### config.mk
export PLATFORM = sky130hd
export DESIGN_NAME = csr_trap_ctrl_flat
export DESIGN_NICKNAME = d
export VERILOG_FILES = /design/src/rtl/csr_trap_ctrl_if.sv /design/src/rtl/csr_trap_ctrl.sv /design/src/flat_wrapper.sv
export SDC_FILE = /design/constraint.sdc
export NUM_CORES = 1
export LEC_CHECK = 0
export BUFFER_PORTS_ARGS = -buffer_cell sky130_fd_sc_hd__buf_2
export CAP_MARGIN = 15
export CORE_AREA = 2 2 233 235
export DETAILED_ROUTE_END_ITERATION = 16
export DIE_AREA = 0 0 235 237
export PLACE_DENSITY = 0.46
export SETUP_SLACK_MARGIN = 0.1
export SLEW_MARGIN = 20
export SYNTH_ARGS = -nofsm -noshare
export SYNTH_HDL_FRONTEND = slang
export SYNTH_SLANG_ARGS = --single-unit
### constraint.sdc
create_clock -name clk -period 2.3 [get_ports clk]
set_input_delay 0.46 -clock clk [delete_from_list [all_inputs] [get_ports clk]]
set_output_delay 0.46 -clock clk [all_outputs]
set_load 0.02 [all_outputs]
### src/rtl/csr_trap_ctrl_if.sv
// Front-end redirect handshake: csr_trap_ctrl drives it as master, fetch answers as slave.
interface csr_trap_ctrl_if #(
  parameter int DATA_WIDTH = 32
);
  logic                  redirect_valid;
  logic                  redirect_ready;
  logic [DATA_WIDTH-1:0] redirect_pc;

  modport master (
    output redirect_valid,
    output redirect_pc,
    input  redirect_ready
  );

  modport slave (
    input  redirect_valid,
    input  redirect_pc,
    output redirect_ready
  );
endinterface

### src/rtl/csr_trap_ctrl.sv
// Trap/ERTN sequencer and TVAL countdown timer sitting beside the LoongArch CSR bank.
// Define CSR_TIMER_EN to build the TVAL timer and ESTAT.IS[11]; otherwise both read as 0.
module csr_trap_ctrl #(
  parameter int DATA_WIDTH = 32
) (
  input  logic                  clk,
  input  logic                  rst_n,
  input  logic [DATA_WIDTH-1:0] crmd,
  input  logic [DATA_WIDTH-1:0] prmd,
  input  logic [DATA_WIDTH-1:0] ecfg,
  input  logic [DATA_WIDTH-1:0] estat,
  input  logic [DATA_WIDTH-1:0] era,
  input  logic [DATA_WIDTH-1:0] eentry,
  input  logic [DATA_WIDTH-1:0] tcfg,
  input  logic                  csr_we,
  input  logic [13:0]           csr_waddr,
  input  logic [DATA_WIDTH-1:0] csr_wdata,
  input  logic                  commit_valid,
  input  logic [DATA_WIDTH-1:0] commit_pc,
  input  logic                  excp_valid,
  input  logic [5:0]            excp_ecode,
  input  logic [8:0]            excp_esubcode,
  input  logic                  excp_badv_valid,
  input  logic [DATA_WIDTH-1:0] excp_badv,
  input  logic                  ertn_valid,
  input  logic [7:0]            hw_int,
  input  logic                  ipi,
  output logic                  busy,
  output logic                  flush,
  output logic                  crmd_we,
  output logic                  prmd_we,
  output logic                  era_we,
  output logic                  estat_we,
  output logic                  badv_we,
  output logic [DATA_WIDTH-1:0] crmd_nxt,
  output logic [DATA_WIDTH-1:0] prmd_nxt,
  output logic [DATA_WIDTH-1:0] era_nxt,
  output logic [DATA_WIDTH-1:0] estat_nxt,
  output logic [DATA_WIDTH-1:0] badv_nxt,
  csr_trap_ctrl_if.master       rdr,
  output logic [DATA_WIDTH-1:0] tval_o,
  output logic                  timer_int
);

  typedef enum logic [1:0] {
    IDLE  = 2'd0,
    TRAP  = 2'd1,
    REDIR = 2'd2
  } state_t;

  localparam logic [13:0]           TCFG_ADDR  = 14'h041;
  localparam logic [13:0]           TICLR_ADDR = 14'h044;
  localparam logic [DATA_WIDTH-1:0] ZERO_C     = {DATA_WIDTH{1'b0}};
  localparam logic [DATA_WIDTH-1:0] ONE_C      = {{(DATA_WIDTH-1){1'b0}}, 1'b1};

  state_t                state_r;
  logic                  tint_s;
  logic [12:0]           int_vec_s;
  logic                  int_pend_s;
  logic                  excp_take_s;
  logic                  intr_take_s;
  logic                  ertn_take_s;
  logic [5:0]            ecode_s;
  logic [8:0]            esub_s;
  logic [DATA_WIDTH-1:0] estat_nxt_r;
  logic                  unused_s;

  // Event decode: exception beats interrupt beats ERTN; interrupt pending mirrors the ESTAT.IS layout.
  always_comb begin
    int_vec_s   = estat[12:0] | {ipi, tint_s, 1'b0, hw_int, 2'b00};
    int_pend_s  = crmd[2] & (|(int_vec_s & ecfg[12:0]));
    excp_take_s = commit_valid & excp_valid;
    intr_take_s = commit_valid & ~excp_valid & int_pend_s;
    ertn_take_s = commit_valid & ~excp_valid & ~int_pend_s & ertn_valid;
    if (excp_take_s) begin
      ecode_s = excp_ecode;
      esub_s  = excp_esubcode;
    end else begin
      ecode_s = 6'd0;
      esub_s  = 9'd0;
    end
  end

  // Bit 11 is spliced in live so it always shows the current timer interrupt.
  assign estat_nxt = {estat_nxt_r[DATA_WIDTH-1:12], tint_s, estat_nxt_r[10:0]};
  assign timer_int = tint_s;

  // Trap sequencer: sample in IDLE, pulse CSR strobes in TRAP, hold redirect in REDIR.
  always_ff @(posedge clk or negedge rst_n) begin
    if (!rst_n) begin
      state_r            <= IDLE;
      busy               <= 1'b0;
      flush              <= 1'b0;
      crmd_we            <= 1'b0;
      prmd_we            <= 1'b0;
      era_we             <= 1'b0;
      estat_we           <= 1'b0;
      badv_we            <= 1'b0;
      crmd_nxt           <= ZERO_C;
      prmd_nxt           <= ZERO_C;
      era_nxt            <= ZERO_C;
      estat_nxt_r        <= ZERO_C;
      badv_nxt           <= ZERO_C;
      rdr.redirect_valid <= 1'b0;
      rdr.redirect_pc    <= ZERO_C;
    end else begin
      case (state_r)
        IDLE: begin
          if (excp_take_s || intr_take_s) begin
            state_r         <= TRAP;
            busy            <= 1'b1;
            flush           <= 1'b1;
            crmd_we         <= 1'b1;
            prmd_we         <= 1'b1;
            era_we          <= 1'b1;
            estat_we        <= 1'b1;
            badv_we         <= excp_take_s & excp_badv_valid;
            crmd_nxt        <= {crmd[DATA_WIDTH-1:3], 3'b000};
            prmd_nxt        <= {prmd[DATA_WIDTH-1:3], crmd[2:0]};
            era_nxt         <= commit_pc;
            estat_nxt_r     <= {estat[31], esub_s, ecode_s, estat[15:0]};
            rdr.redirect_pc <= eentry;
            if (excp_take_s && excp_badv_valid) begin
              badv_nxt <= excp_badv;
            end else begin
              badv_nxt <= badv_nxt;
            end
          end else if (ertn_take_s) begin
            state_r         <= TRAP;
            busy            <= 1'b1;
            flush           <= 1'b1;
            crmd_we         <= 1'b1;
            crmd_nxt        <= {crmd[DATA_WIDTH-1:3], prmd[2:0]};
            rdr.redirect_pc <= era;
          end else begin
            state_r <= IDLE;
          end
        end
        TRAP: begin
          state_r            <= REDIR;
          flush              <= 1'b0;
          crmd_we            <= 1'b0;
          prmd_we            <= 1'b0;
          era_we             <= 1'b0;
          estat_we           <= 1'b0;
          badv_we            <= 1'b0;
          rdr.redirect_valid <= 1'b1;
        end
        REDIR: begin
          if (rdr.redirect_ready) begin
            state_r            <= IDLE;
            busy               <= 1'b0;
            rdr.redirect_valid <= 1'b0;
          end else begin
            state_r <= REDIR;
          end
        end
        default: begin
          state_r            <= IDLE;
          busy               <= 1'b0;
          flush              <= 1'b0;
          crmd_we            <= 1'b0;
          prmd_we            <= 1'b0;
          era_we             <= 1'b0;
          estat_we           <= 1'b0;
          badv_we            <= 1'b0;
          rdr.redirect_valid <= 1'b0;
        end
      endcase
    end
  end

`ifdef CSR_TIMER_EN
  logic [DATA_WIDTH-1:0] tval_r;
  logic                  tint_r;
  logic                  tcfg_wr_s;
  logic                  ticlr_s;
  logic                  expire_s;

  assign tcfg_wr_s = csr_we && (csr_waddr == TCFG_ADDR);
  assign ticlr_s   = csr_we && (csr_waddr == TICLR_ADDR) && csr_wdata[0];
  // A TCFG write in the same cycle suppresses the 1->0 step, so it cannot raise the interrupt.
  assign expire_s  = !tcfg_wr_s && tcfg[0] && (tval_r == ONE_C);
  assign tval_o    = tval_r;
  assign tint_s    = tint_r;
  assign unused_s  = ^{csr_wdata[1], ecfg[DATA_WIDTH-1:13]};

  // TVAL countdown with optional periodic reload; timer interrupt set beats TICLR clear.
  always_ff @(posedge clk or negedge rst_n) begin
    if (!rst_n) begin
      tval_r <= ZERO_C;
      tint_r <= 1'b0;
    end else begin
      if (tcfg_wr_s) begin
        if (csr_wdata[0]) begin
          tval_r <= {csr_wdata[DATA_WIDTH-1:2], 2'b00};
        end else begin
          tval_r <= tval_r;
        end
      end else if (tcfg[0] && (tval_r != ZERO_C)) begin
        if (tval_r == ONE_C) begin
          tval_r <= tcfg[1] ? {tcfg[DATA_WIDTH-1:2], 2'b00} : ZERO_C;
        end else begin
          tval_r <= tval_r - ONE_C;
        end
      end else begin
        tval_r <= tval_r;
      end
      if (expire_s) begin
        tint_r <= 1'b1;
      end else if (ticlr_s) begin
        tint_r <= 1'b0;
      end else begin
        tint_r <= tint_r;
      end
    end
  end
`else
  assign tval_o   = ZERO_C;
  assign tint_s   = 1'b0;
  assign unused_s = ^{csr_we, csr_waddr, csr_wdata, tcfg, ecfg[DATA_WIDTH-1:13],
                      TCFG_ADDR, TICLR_ADDR, ONE_C};
`endif

endmodule

### src/flat_wrapper.sv
// flat-port wrapper written by rule: the top's interface ports become plain ports
module csr_trap_ctrl_flat 
#(
  parameter int DATA_WIDTH = 32
)
  (clk, rst_n, crmd, prmd, ecfg, estat, era, eentry, tcfg, csr_we, csr_waddr, csr_wdata, commit_valid, commit_pc, excp_valid, excp_ecode, excp_esubcode, excp_badv_valid, excp_badv, ertn_valid, hw_int, ipi, busy, flush, crmd_we, prmd_we, era_we, estat_we, badv_we, crmd_nxt, prmd_nxt, era_nxt, estat_nxt, badv_nxt, tval_o, timer_int, rdr_redirect_valid, rdr_redirect_pc, rdr_redirect_ready);
  csr_trap_ctrl_if #(.DATA_WIDTH(DATA_WIDTH)) rdr_i ();
  input  logic clk;
  input  logic rst_n;
  input  logic [DATA_WIDTH-1:0] crmd;
  input  logic [DATA_WIDTH-1:0] prmd;
  input  logic [DATA_WIDTH-1:0] ecfg;
  input  logic [DATA_WIDTH-1:0] estat;
  input  logic [DATA_WIDTH-1:0] era;
  input  logic [DATA_WIDTH-1:0] eentry;
  input  logic [DATA_WIDTH-1:0] tcfg;
  input  logic csr_we;
  input  logic [13:0] csr_waddr;
  input  logic [DATA_WIDTH-1:0] csr_wdata;
  input  logic commit_valid;
  input  logic [DATA_WIDTH-1:0] commit_pc;
  input  logic excp_valid;
  input  logic [5:0] excp_ecode;
  input  logic [8:0] excp_esubcode;
  input  logic excp_badv_valid;
  input  logic [DATA_WIDTH-1:0] excp_badv;
  input  logic ertn_valid;
  input  logic [7:0] hw_int;
  input  logic ipi;
  output logic busy;
  output logic flush;
  output logic crmd_we;
  output logic prmd_we;
  output logic era_we;
  output logic estat_we;
  output logic badv_we;
  output logic [DATA_WIDTH-1:0] crmd_nxt;
  output logic [DATA_WIDTH-1:0] prmd_nxt;
  output logic [DATA_WIDTH-1:0] era_nxt;
  output logic [DATA_WIDTH-1:0] estat_nxt;
  output logic [DATA_WIDTH-1:0] badv_nxt;
  output logic [DATA_WIDTH-1:0] tval_o;
  output logic timer_int;
  output wire logic [$bits(rdr_i.redirect_valid)-1:0] rdr_redirect_valid;
  output wire logic [$bits(rdr_i.redirect_pc)-1:0] rdr_redirect_pc;
  input wire logic [$bits(rdr_i.redirect_ready)-1:0] rdr_redirect_ready;
  assign rdr_redirect_valid = rdr_i.redirect_valid;
  assign rdr_redirect_pc = rdr_i.redirect_pc;
  assign rdr_i.redirect_ready = rdr_redirect_ready;
  csr_trap_ctrl #(.DATA_WIDTH(DATA_WIDTH)) u_core (.clk(clk), .rst_n(rst_n), .crmd(crmd), .prmd(prmd), .ecfg(ecfg), .estat(estat), .era(era), .eentry(eentry), .tcfg(tcfg), .csr_we(csr_we), .csr_waddr(csr_waddr), .csr_wdata(csr_wdata), .commit_valid(commit_valid), .commit_pc(commit_pc), .excp_valid(excp_valid), .excp_ecode(excp_ecode), .excp_esubcode(excp_esubcode), .excp_badv_valid(excp_badv_valid), .excp_badv(excp_badv), .ertn_valid(ertn_valid), .hw_int(hw_int), .ipi(ipi), .busy(busy), .flush(flush), .crmd_we(crmd_we), .prmd_we(prmd_we), .era_we(era_we), .estat_we(estat_we), .badv_we(badv_we), .crmd_nxt(crmd_nxt), .prmd_nxt(prmd_nxt), .era_nxt(era_nxt), .estat_nxt(estat_nxt), .badv_nxt(badv_nxt), .rdr(rdr_i), .tval_o(tval_o), .timer_int(timer_int));
endmodule
==> impl_metrics.json, run 1 <==
{
  "status": "completed",
  "clock_power_share_pct": 19.5,
  "pwr-share-comb_pct": 42.9,
  "grt_max_degree": 52,
  "wire_per_inst_um": 14.7,
  "numPortBuffers": 451,
  "reg2reg_to": "u_core.prmd_nxt[29]",
  "cp_slowest_cell": "and3_4",
  "io_pins": 599,
  "hold_slack_ns": 0.199,
  "synth_top_cell_area_share_pct": 60.2,
  "max_freq_mhz": 516,
  "synth_area_um2": 8230,
  "leakage_uw": 0.00593,
  "cts.sinks": 198,
  "cap_violations": 0,
  "clockBufferDepth": 2,
  "regToRegSetupSlack_ns": 0.36,
  "powerDensity_nw_per_um2": 1310,
  "synth_cells": 597,
  "synth.distinct_cells": 31,
  "postRouteAntennaNets": 0,
  "initial_core_util_pct": 15.4,
  "yosysSeqAreaShare_pct": 60.2,
  "rsz0062_at_grt": "false",
  "fp.dieH_um": 237,
  "r2r_start": "u_core.state_r[1]",
  "setup_viol": 0,
  "hold_viol_final": 0,
  "max_stage_delay_ns": 0.49,
  "worstPathArrival_ns": 2.30,
  "antenna_found_initial": 2,
  "utilization_pct": 22.5,
  "ys_top_cells_by_area": "dfrtp_1 (60%), mux2_2 (19%), buf_4 (3.6%), inv_1 (3.1%), a221oi_1 (2.3%)",
  "syn_to_final_growth_pct": 45.6,
  "tightest_slew_ns": 0.517,
  "dieArea_um2": 55700,
  "min_from": "excp_esubcode[5]",
  "postRouteWirelength_mm": 26.2,
  "fin_tns_setup_ns": 0,
  "ys_seq_elements": 198,
  "crit_required_ns": 2.66,
  "num_rows": 85,
  "p_sw_share_pct": 39.4,
  "die_x_um": 235,
  "grt_use_total_pct": 9.50,
  "syn_area_per_cell_um2": 13.8,
  "grt_first_pass_wirelength_mm": 39.5,
  "finalNonFillerCells": 1780,
  "fin_worst_skew_ns": 0.0184,
  "place_area_um2": 11400,
  "clock-root-buffer": "clkbuf_16",
  "coreArea_um2": 53300,
  "p_int_uw": 9520,
  "drt_drc_violations_left": 0,
  "endpoint_kind": "flip-flop",
  "cp_top_family": "simple AND/OR/NAND/NOR gates",
  "hp-class": "in2reg",
  "period_needed_ns": 1.94,
  "clk_pin_slew_worst_paths_ns": 0.07,
  "r2r_cells": 4,
  "holdPathStages": 2,
  "path_max_fanout": 18,
  "gp_congestion": 0.756,
  "overflow": 0,
  "slew_headroom_pct": 65.6,
  "first_iter_violations": 152,
  "vias": 6304,
  "grt_pass1_vias": 6653,
  "clk_latency_ns": 0.48,
  "cp-start-kind": "flip-flop",
  "firstDrtPassIters": 4,
  "fin_area_um2": 12000,
  "seq_power_share_pct": 37.5,
  "whs_endpoint": "u_core.estat_nxt_r[27]",
  "cp_cell_sequence": "nor3b_4 > and3_4 > buf_4 > mux2_2",
  "yosys_warnings": 0,
  "peakVddDrop_v": 0.000504,
  "viasPerCell": 3.54,
  "finalMaxSlewViolations": 0,
  "yosysTopAreaCell": "dfrtp_1",
  "place_inst": 1746,
  "critical_path_class": "reg2reg",
  "fin_crit_sh_pct": 84.2,
  "netSwitchingPower_uw": 6190,
  "htreeDepth": 4,
  "nets": 1436,
  "critPathBufInv": 1,
  "cts_buffers": 17,
  "dp_hpwl_mm": 20.3,
  "cts_tree": "done",
  "drive_gt1_share_pct": 62.3
}
## final cells by class
type | instances | area [um^2]
Fill cell | 5817 | 41300
Clock inverter | 9 | 115
Clock buffer | 22 | 464
Inverter | 68 | 255
Timing Repair Buffer | 489 | 2680
Multi-Input combinational cell | 296 | 2640
Antenna cell | 2 | 5.00
Tap cell | 696 | 871
Sequential cell | 198 | 4950
## cells in the mapped netlist, drive strengths merged
library cell	instances
a21oi	3
a221oi	32
a222oi	1
a22o	18
a31oi	1
and2	1
and3	3
and4	2
buf	56
clkbuf	12
conb	1
dfrtp	198
inv	68
mux2	141
nand2	4
nand2b	1
nand3	2
nor2	4
nor3	32
nor3b	1
o21ai	14
o22a	1
or2	1
## worst max path at each step
| stage | from | end | slack [ns] | cells after the start |
|---|---|---|---|---|
| after floorplan | estat[0] | u_core.crmd_nxt[10] | 0.34 | 6 |
| after global placement | estat[3] | u_core.prmd_nxt[29] | 0.06 | 7 |
| after detailed placement | estat[2] | u_core.prmd_nxt[17] | 0.04 | 7 |
| after CTS | u_core.state_r[1] | u_core.prmd_nxt[17] | 0.32 | 4 |
| after global routing | u_core.state_r[1] | u_core.badv_nxt[26] | 0.24 | 6 |
| final | u_core.state_r[1] | u_core.prmd_nxt[29] | 0.36 | 4 |
## worst reg2reg max path, delay by kind of cell, from the launching register on
family | cells | cell delay, ns
flops | 1 | 0.42
simple gates | 2 | 0.76
buf+inv | 1 | 0.29
mux | 1 | 0.34
## layout by cell type, fill, tap and decap left out, types with 2 or more instances in the layout
master / n
diode_2: 2
buf_2: 450
a221oi_1: 22
inv_6: 3
a22o_1: 18
nand3_2: 2
buf_12: 10
nor2_1: 4
a221oi_2: 10
clkbuf_16: 17
clkbuf_1: 3
buf_4: 27
bufinv_16: 2
inv_1: 68
o21ai_0: 13
and4_1: 2
clkinvlp_4: 2
nand2_1: 4
nor3_1: 32
mux2_2: 140
conb_1: 34
clkbuf_8: 3
a21oi_1: 3
dfrtp_1: 198
## repair_timing
item                                   in CTS  in global routing
buffers inserted                            0                  0
endpoints found under the hold margin      43                  0
gates resized for setup                     0                  0
hold buffers                                1                  0
## metrics by stage
step,setup slack (ns),total power [uW]
after global placement,0.0592,12800
after detailed placement,0.0416,12800
after global routing,0.240,16700
after CTS,0.319,16000
final,0.363,15700
after floorplan,0.338,10100
## metal layers
metal	track usage, %	vias up	share of wire, %
li1	-	2948	-
met1	10.7	3094	40
met2	16.4	237	52
met3	3.23	25	6.2
met4	4.12	0	1.8
met5	0	-	0
## flip-flops by register name, indices dropped and copies added, names as in the netlist
register	count
u_core.flush	1
u_core.rdr.redirect_pc	32
u_core.prmd_we	1
u_core.badv_nxt	32
u_core.prmd_nxt	32
u_core.badv_we	1
u_core.estat_nxt_r	31
u_core.busy	1
u_core.crmd_nxt	32
u_core.rdr.redirect_valid	1
u_core.era_nxt	32
u_core.state_r	2
## power groups by stage
| stage | combinational, uW | sequential (uW) | clock (uW) |
|---|---|---|---|
| finish | 6740 | 5900 | 3070 |
| global route | 7200 | 6110 | 3340 |
| CTS | 6880 | 5920 | 3250 |
| detailed placement | 6880 | 5960 | 0 |
| global placement | 6850 | 5900 | 0 |
| floorplan | 2170 | 7950 | 0 |
## cell families (layout without fill, tap and decap cells)
| group | Yosys count | after routing | synth area share [%] |
|---|---|---|---|
| muxes | 141 | 141 | 19.3 |
| DFF | 198 | 198 | 60.2 |
| AOI/OAI and AO/OA | 70 | 70 | 7.65 |
| and+or+nand+nor | 51 | 51 | 3.47 |
| other | 1 | 36 | 0.0456 |
| buffers and inverters | 136 | 588 | 9.35 |
Power figures use the tool's default switching activity.
==> run 2, diff against run 1 <==
--- a/config.mk
+++ b/config.mk
@@ -10,7 +10,7 @@
 export CORE_AREA = 2 2 233 235
 export DETAILED_ROUTE_END_ITERATION = 16
 export DIE_AREA = 0 0 235 237
-export PLACE_DENSITY = 0.46
+export PLACE_DENSITY = 0.47
 export SETUP_SLACK_MARGIN = 0.1
 export SLEW_MARGIN = 20
 export SYNTH_ARGS = -nofsm -noshare
==> constraint.sdc (replaced) <==
create_clock -name clk -period 1.6 [get_ports clk]
set_input_delay 0.32 -clock clk [delete_from_list [all_inputs] [get_ports clk]]
set_output_delay 0.32 -clock clk [all_outputs]
set_load 0.02 [all_outputs]
==> run 2 against run 1 <==
Clock-buffer cell count shrank 3. Final cell count increased by 2.5%. Global-route usage grew 0.89 points. Non-clock buffer count up 42. Worst hold slack worse by 0.14 ns. Cell area increased by 9.9%. Sequential power grew 45%. Sequential cell count is the same. Core utilization grew 2.2 points. Critical path depth rose by 4. The flow now finishes with violations (negative setup slack).
==> impl_metrics.json, run 2 (same netlist as run 1, synthesis figures left out) <==
{
  "worstPathArrival_ns": 2.14,
  "io_pins": 599,
  "regToRegSetupSlack_ns": -0.15,
  "postRouteAntennaNets": 0,
  "wire_per_inst_um": 16.2,
  "firstDrtPassIters": 4,
  "peakVddDrop_v": 0.000724,
  "max_freq_mhz": 560,
  "place_area_um2": 11500,
  "clk_latency_ns": 0.48,
  "hp-class": "in2reg",
  "path_max_fanout": 9,
  "syn_to_final_growth_pct": 60.0,
  "layout.cells.most_common": "buf_2",
  "fin_tns_setup_ns": -19.14,
  "max_stage_delay_ns": 0.41,
  "grt_pass1_vias": 7217,
  "fin_crit_sh_pct": 112,
  "period_needed_ns": 1.79,
  "numPortBuffers": 451,
  "grt_first_pass_wirelength_mm": 42.9,
  "clockBufferDepth": 2,
  "crit_required_ns": 1.96,
  "die_x_um": 235,
  "cp-start-kind": "input port",
  "critPathBufInv": 3,
  "grt_max_degree": 58,
  "vias": 6633,
  "cts.sinks": 198,
  "postRouteWirelength_mm": 29.5,
  "leakage_uw": 0.00653,
  "cp_top_family": "simple AND/OR/NAND/NOR gates",
  "setup_viol": 185,
  "cp_cell_sequence": "buf_6 > a222oi_1 > and3_2 > nand3_4 > and3_4 > buf_12 > clkbuf_16 > mux2_4",
  "power.total_uw": 23900,
  "cts_buffers": 17,
  "layout_common_cells": "buf_2 (447), dfrtp_1 (198), mux2_2 (87)",
  "finalMaxSlewViolations": 0,
  "dp_hpwl_mm": 21.9,
  "fin_worst_skew_ns": 0.0113,
  "cp_slowest_cell": "a222oi_1",
  "viasPerCell": 3.64,
  "initial_core_util_pct": 15.4,
  "critical_path_class": "in2reg",
  "grt_use_total_pct": 10.4,
  "hold_viol_final": 0,
  "clk_pin_slew_worst_paths_ns": 0.08,
  "coreArea_um2": 53300,
  "dieArea_um2": 55700,
  "antenna_found_initial": 4,
  "endpoint_kind": "flip-flop",
  "first_iter_violations": 186,
  "fp.dieH_um": 237,
  "clock-root-buffer": "clkbuf_16",
  "nets": 1479,
  "drt_drc_violations_left": 0,
  "cap_violations": 0,
  "rsz0062_at_grt": "true",
  "powerDensity_nw_per_um2": 1820,
  "fin_ws_ns": -0.186,
  "violations": "negative setup slack",
  "htreeDepth": 4,
  "fin_area_um2": 13200,
  "num_rows": 85,
  "gp_congestion": 0.801,
  "overflow": 0,
  "cts_tree": "done",
  "drive_gt1_share_pct": 66.7,
  "status": "complete, but fails checks"
}
run 2: cell type report:
class	instances	area (um^2)
fillers	5729	40100
well taps	696	871
multi-input cells	297	3120
repair buffers	531	3410
flip-flops and latches	198	4950
clock inverters	13	124
clock buffers	19	433
inverters	68	255
diodes	2	5.00
run 2: per-stage QoR:
step | util, % | worst slack, ns | hold slack, ns | std cells
finish | 24.7 | -0.186 | 0.0588 | 1824
global route | 24.7 | -0.201 | 0.0324 | 1822
CTS | 23.9 | -0.161 | 0.000788 | 1812
detailed placement | 21.7 | -0.663 | 0.227 | 1757
global placement | 21.7 | -0.649 | 0.223 | 1757
floorplan | - | -0.188 | 0.0244 | 630
run 2: timing repair:
| item | CTS | global route |
|---|---|---|
| endpoints found under the setup margin | 192 | 192 |
| resized for setup | 85 | 59 |
| setup buffers | 13 | 5 |
| gates cloned | 5 | 6 |
| endpoints found under the hold margin | 38 | 0 |
| pin swaps | 4 | 6 |
| hold buffers | 5 | 0 |
run 2: per-layer routing:
| metal | part of all wire [%] | up-vias | global-route usage (%) | wire [um] |
|---|---|---|---|---|
| li1 | - | 3048 | - | - |
| met1 | 40 | 3291 | 11.6 | 11700 |
| met2 | 52 | 253 | 18.3 | 15300 |
| met3 | 6.3 | 41 | 3.04 | 1860 |
| met4 | 2.3 | 0 | 4.62 | 680 |
| met5 | 0 | - | 0 | 0 |
run 2: power by group:
group	total, uW	internal, uW	switching (uW)
logic	11100	5010	6120
registers	8550	7320	1230
clock network	4270	2170	2110
total	23900	14500	9460
run 2: path summary, 6_finish.rpt:
check,start,endpoint,depth (start not counted)
hold / removal,excp_esubcode[3],u_core.estat_nxt_r[25],2
hold reg to reg,u_core.estat_nxt_r[23],u_core.estat_nxt_r[23],1
setup reg to reg,u_core.state_r[0],u_core.prmd_nxt[17],5
setup / recovery,estat[0],u_core.era_nxt[28],8
min in group asynchronous,rst_n,u_core.prmd_nxt[31],2
max in group asynchronous,rst_n,u_core.badv_nxt[12],4
==> run 3, diff against run 2 <==
--- a/config.mk
+++ b/config.mk
@@ -10,8 +10,8 @@
 export CORE_AREA = 2 2 233 235
 export DETAILED_ROUTE_END_ITERATION = 16
 export DIE_AREA = 0 0 235 237
-export PLACE_DENSITY = 0.47
-export SETUP_SLACK_MARGIN = 0.1
+export SETUP_SLACK_MARGIN = 0.15
+export SKIP_LAST_GASP = 1
 export SLEW_MARGIN = 20
 export SYNTH_ARGS = -nofsm -noshare
 export SYNTH_HDL_FRONTEND = slang
==> run 3 against run 2 <==
The flow still finishes with violations (negative setup slack). Worst hold slack worse by 0.0020 ns. Critical path depth rose by 1. Sequential power up 0.6%. First-iteration DRC count down 9.1%. Clock-buffer cell count increased by 1. Combinational power is 4% higher. Via count rose by 1.0%. Worst setup slack lost 0.046 ns. Clock skew increased by 0.0014 ns. Cell area up 2.7%. Critical path type unchanged. Largest power group unchanged. Register-to-register slack got worse by 0.04 ns.
==> impl_metrics.json, run 3 (same netlist as run 1, synthesis figures left out) <==
{
  "fin_tns_setup_ns": -32.37,
  "cap_violations": 0,
  "layout.cells.most_common": "buf_2",
  "crit_top_cell": "and3_4",
  "drive_gt1_share_pct": 67.9,
  "firstDrtPassIters": 4,
  "fin_crit_sh_pct": 115,
  "setup_viol": 193,
  "grt_use_total_pct": 9.82,
  "crit_required_ns": 1.99,
  "reg2reg_to": "u_core.era_nxt[13]",
  "place_area_um2": 11600,
  "cts_tree": "done",
  "finalMaxSlewViolations": 0,
  "clk_latency_ns": 0.48,
  "dp_hpwl_mm": 20.1,
  "numPortBuffers": 451,
  "cts.sinks": 198,
  "die_x_um": 235,
  "critPathBufInv": 4,
  "nets": 1500,
  "hold_viol_final": 0,
  "utilization_pct": 25.4,
  "postRouteWirelength_mm": 28.4,
  "setup.worst_path.start": "estat[0]",
  "endpoint_kind": "flip-flop",
  "slew_headroom_pct": 66.2,
  "first_iter_violations": 169,
  "peakVddDrop_v": 0.000728,
  "grt_first_pass_wirelength_mm": 40.9,
  "r2r_cells": 6,
  "violations": "negative setup slack",
  "tightest_slew_ns": 0.507,
  "cp.depth": 9,
  "fin_area_um2": 13500,
  "fin_worst_skew_ns": 0.0126,
  "grt_pass1_vias": 7070,
  "hold_slack_ns": 0.0568,
  "dieArea_um2": 55700,
  "fin_ws_ns": -0.232,
  "status": "complete, but fails checks",
  "htreeDepth": 4,
  "cp_top_family": "buffers and inverters",
  "gp_congestion": 0.803,
  "leakage_uw": 0.00673,
  "cp_cell_sequence": "buf_6 > a222oi_1 > buf_4 > and3_4 > nand3_4 > and3_4 > buf_12 > bufbuf_16 > a221oi_2",
  "period_needed_ns": 1.83,
  "fp.dieH_um": 237,
  "r2r_start": "u_core.state_r[0]",
  "antenna_found_initial": 0,
  "viasPerCell": 3.63,
  "hp-class": "in2reg",
  "clockBufferDepth": 2,
  "clock-root-buffer": "clkbuf_16",
  "cp_slowest_cell": "a222oi_1",
  "regToRegSetupSlack_ns": -0.19,
  "cp-start-kind": "input port",
  "io_pins": 599,
  "syn_to_final_growth_pct": 64.4,
  "grt_max_degree": 48,
  "wire_per_inst_um": 15.4,
  "worstPathArrival_ns": 2.22,
  "crit_end": "u_core.rdr.redirect_pc[2]",
  "max_stage_delay_ns": 0.44,
  "min_from": "prmd[2]",
  "clk_pin_slew_worst_paths_ns": 0.08,
  "overflow": 0,
  "layout_common_cells": "buf_2 (443), dfrtp_1 (197), mux2_2 (95)",
  "num_antenna_cells": 0,
  "max_freq_mhz": 546,
  "postRouteAntennaNets": 0,
  "cts_buffers": 17,
  "drt_drc_violations_left": 0,
  "initial_core_util_pct": 15.4,
  "place_ws_ns": -0.851,
  "rsz0062_at_grt": "true",
  "coreArea_um2": 53300,
  "num_rows": 85,
  "path_max_fanout": 8,
  "critical_path_class": "in2reg",
  "vias": 6699,
  "powerDensity_nw_per_um2": 1840
}
==> run 3: changes by cell type in the layout (fill, tap and decap cells not counted), sizes merged <==
| cell | previous run | this run |
|---|---|---|
| clkinv | 4 | 0 |
| buf | 520 | 542 |
| clkbuf | 25 | 26 |
| dlygate4sd3 | 5 | 2 |
| bufbuf | 0 | 2 |
| bufinv | 1 | 4 |
| diode | 2 | 0 |
==> run 3: repair_timing <==
item,4_1_cts,5_1_grt
cloned,9,5
endpoints found under the setup margin,199,199
resized for setup,128,47
setup buffers,21,4
pin swaps,24,31
endpoints found under the hold margin,32,0
hold buffers,2,0
==> run 3: per-stage QoR <==
stage | cells | total power (uW)
3_5_place_dp | 1770 | 18500
6_report | 1843 | 24900
3_3_place_gp | 1770 | 18300
4_1_cts | 1834 | 24700
5_1_grt | 1843 | 26200
2_1_floorplan | 630 | 14600
==> run 3: power by group <==
group / internal [uW] / total [uW] / switching [uW]
clock network: 2730 / 4830 / 2100
logic: 5280 / 11500 / 6170
registers: 7320 / 8600 / 1280
==> run 3: how the worst min path moves through the flow <==
stage                                         to  slack (ns)  cells after the start
after floorplan               u_core.badv_nxt[0]        0.02                      0
after global placement    u_core.estat_nxt_r[31]        0.34                      1
after detailed placement  u_core.estat_nxt_r[31]        0.34                      1
after CTS                     u_core.crmd_nxt[2]       0.002                      2
after global routing      u_core.estat_nxt_r[30]        0.02                      2
final                         u_core.crmd_nxt[2]        0.06                      2
==> run 3: worst reg2reg max path, delay by kind of cell (launching register included) <==
kind	cells	cell delay [ns]
mux	1	0.34
simple gates	2	0.41
buf+inv	3	0.50
flops	1	0.41
==> run 3: final cells by class <==
type	count	area, um^2
clock buffer	20	457
clock inverter	12	190
fill	5571	39700
inverter	68	255
multi-input combinational	297	3090
sequential	198	4960
tap	696	871
timing repair buffer	552	3720
==> run 3: metal layers <==
layer  wire length, um  part of all wire, %  up-vias  GRT usage [%]
li1                  -                    -     3086              -
met1             11500                   41     3322           11.0
met2             14700                   52      262           17.2
met3              1590                  5.6       29           2.96
met4               544                  1.9        0           4.30
met5                 0                    0        -              0
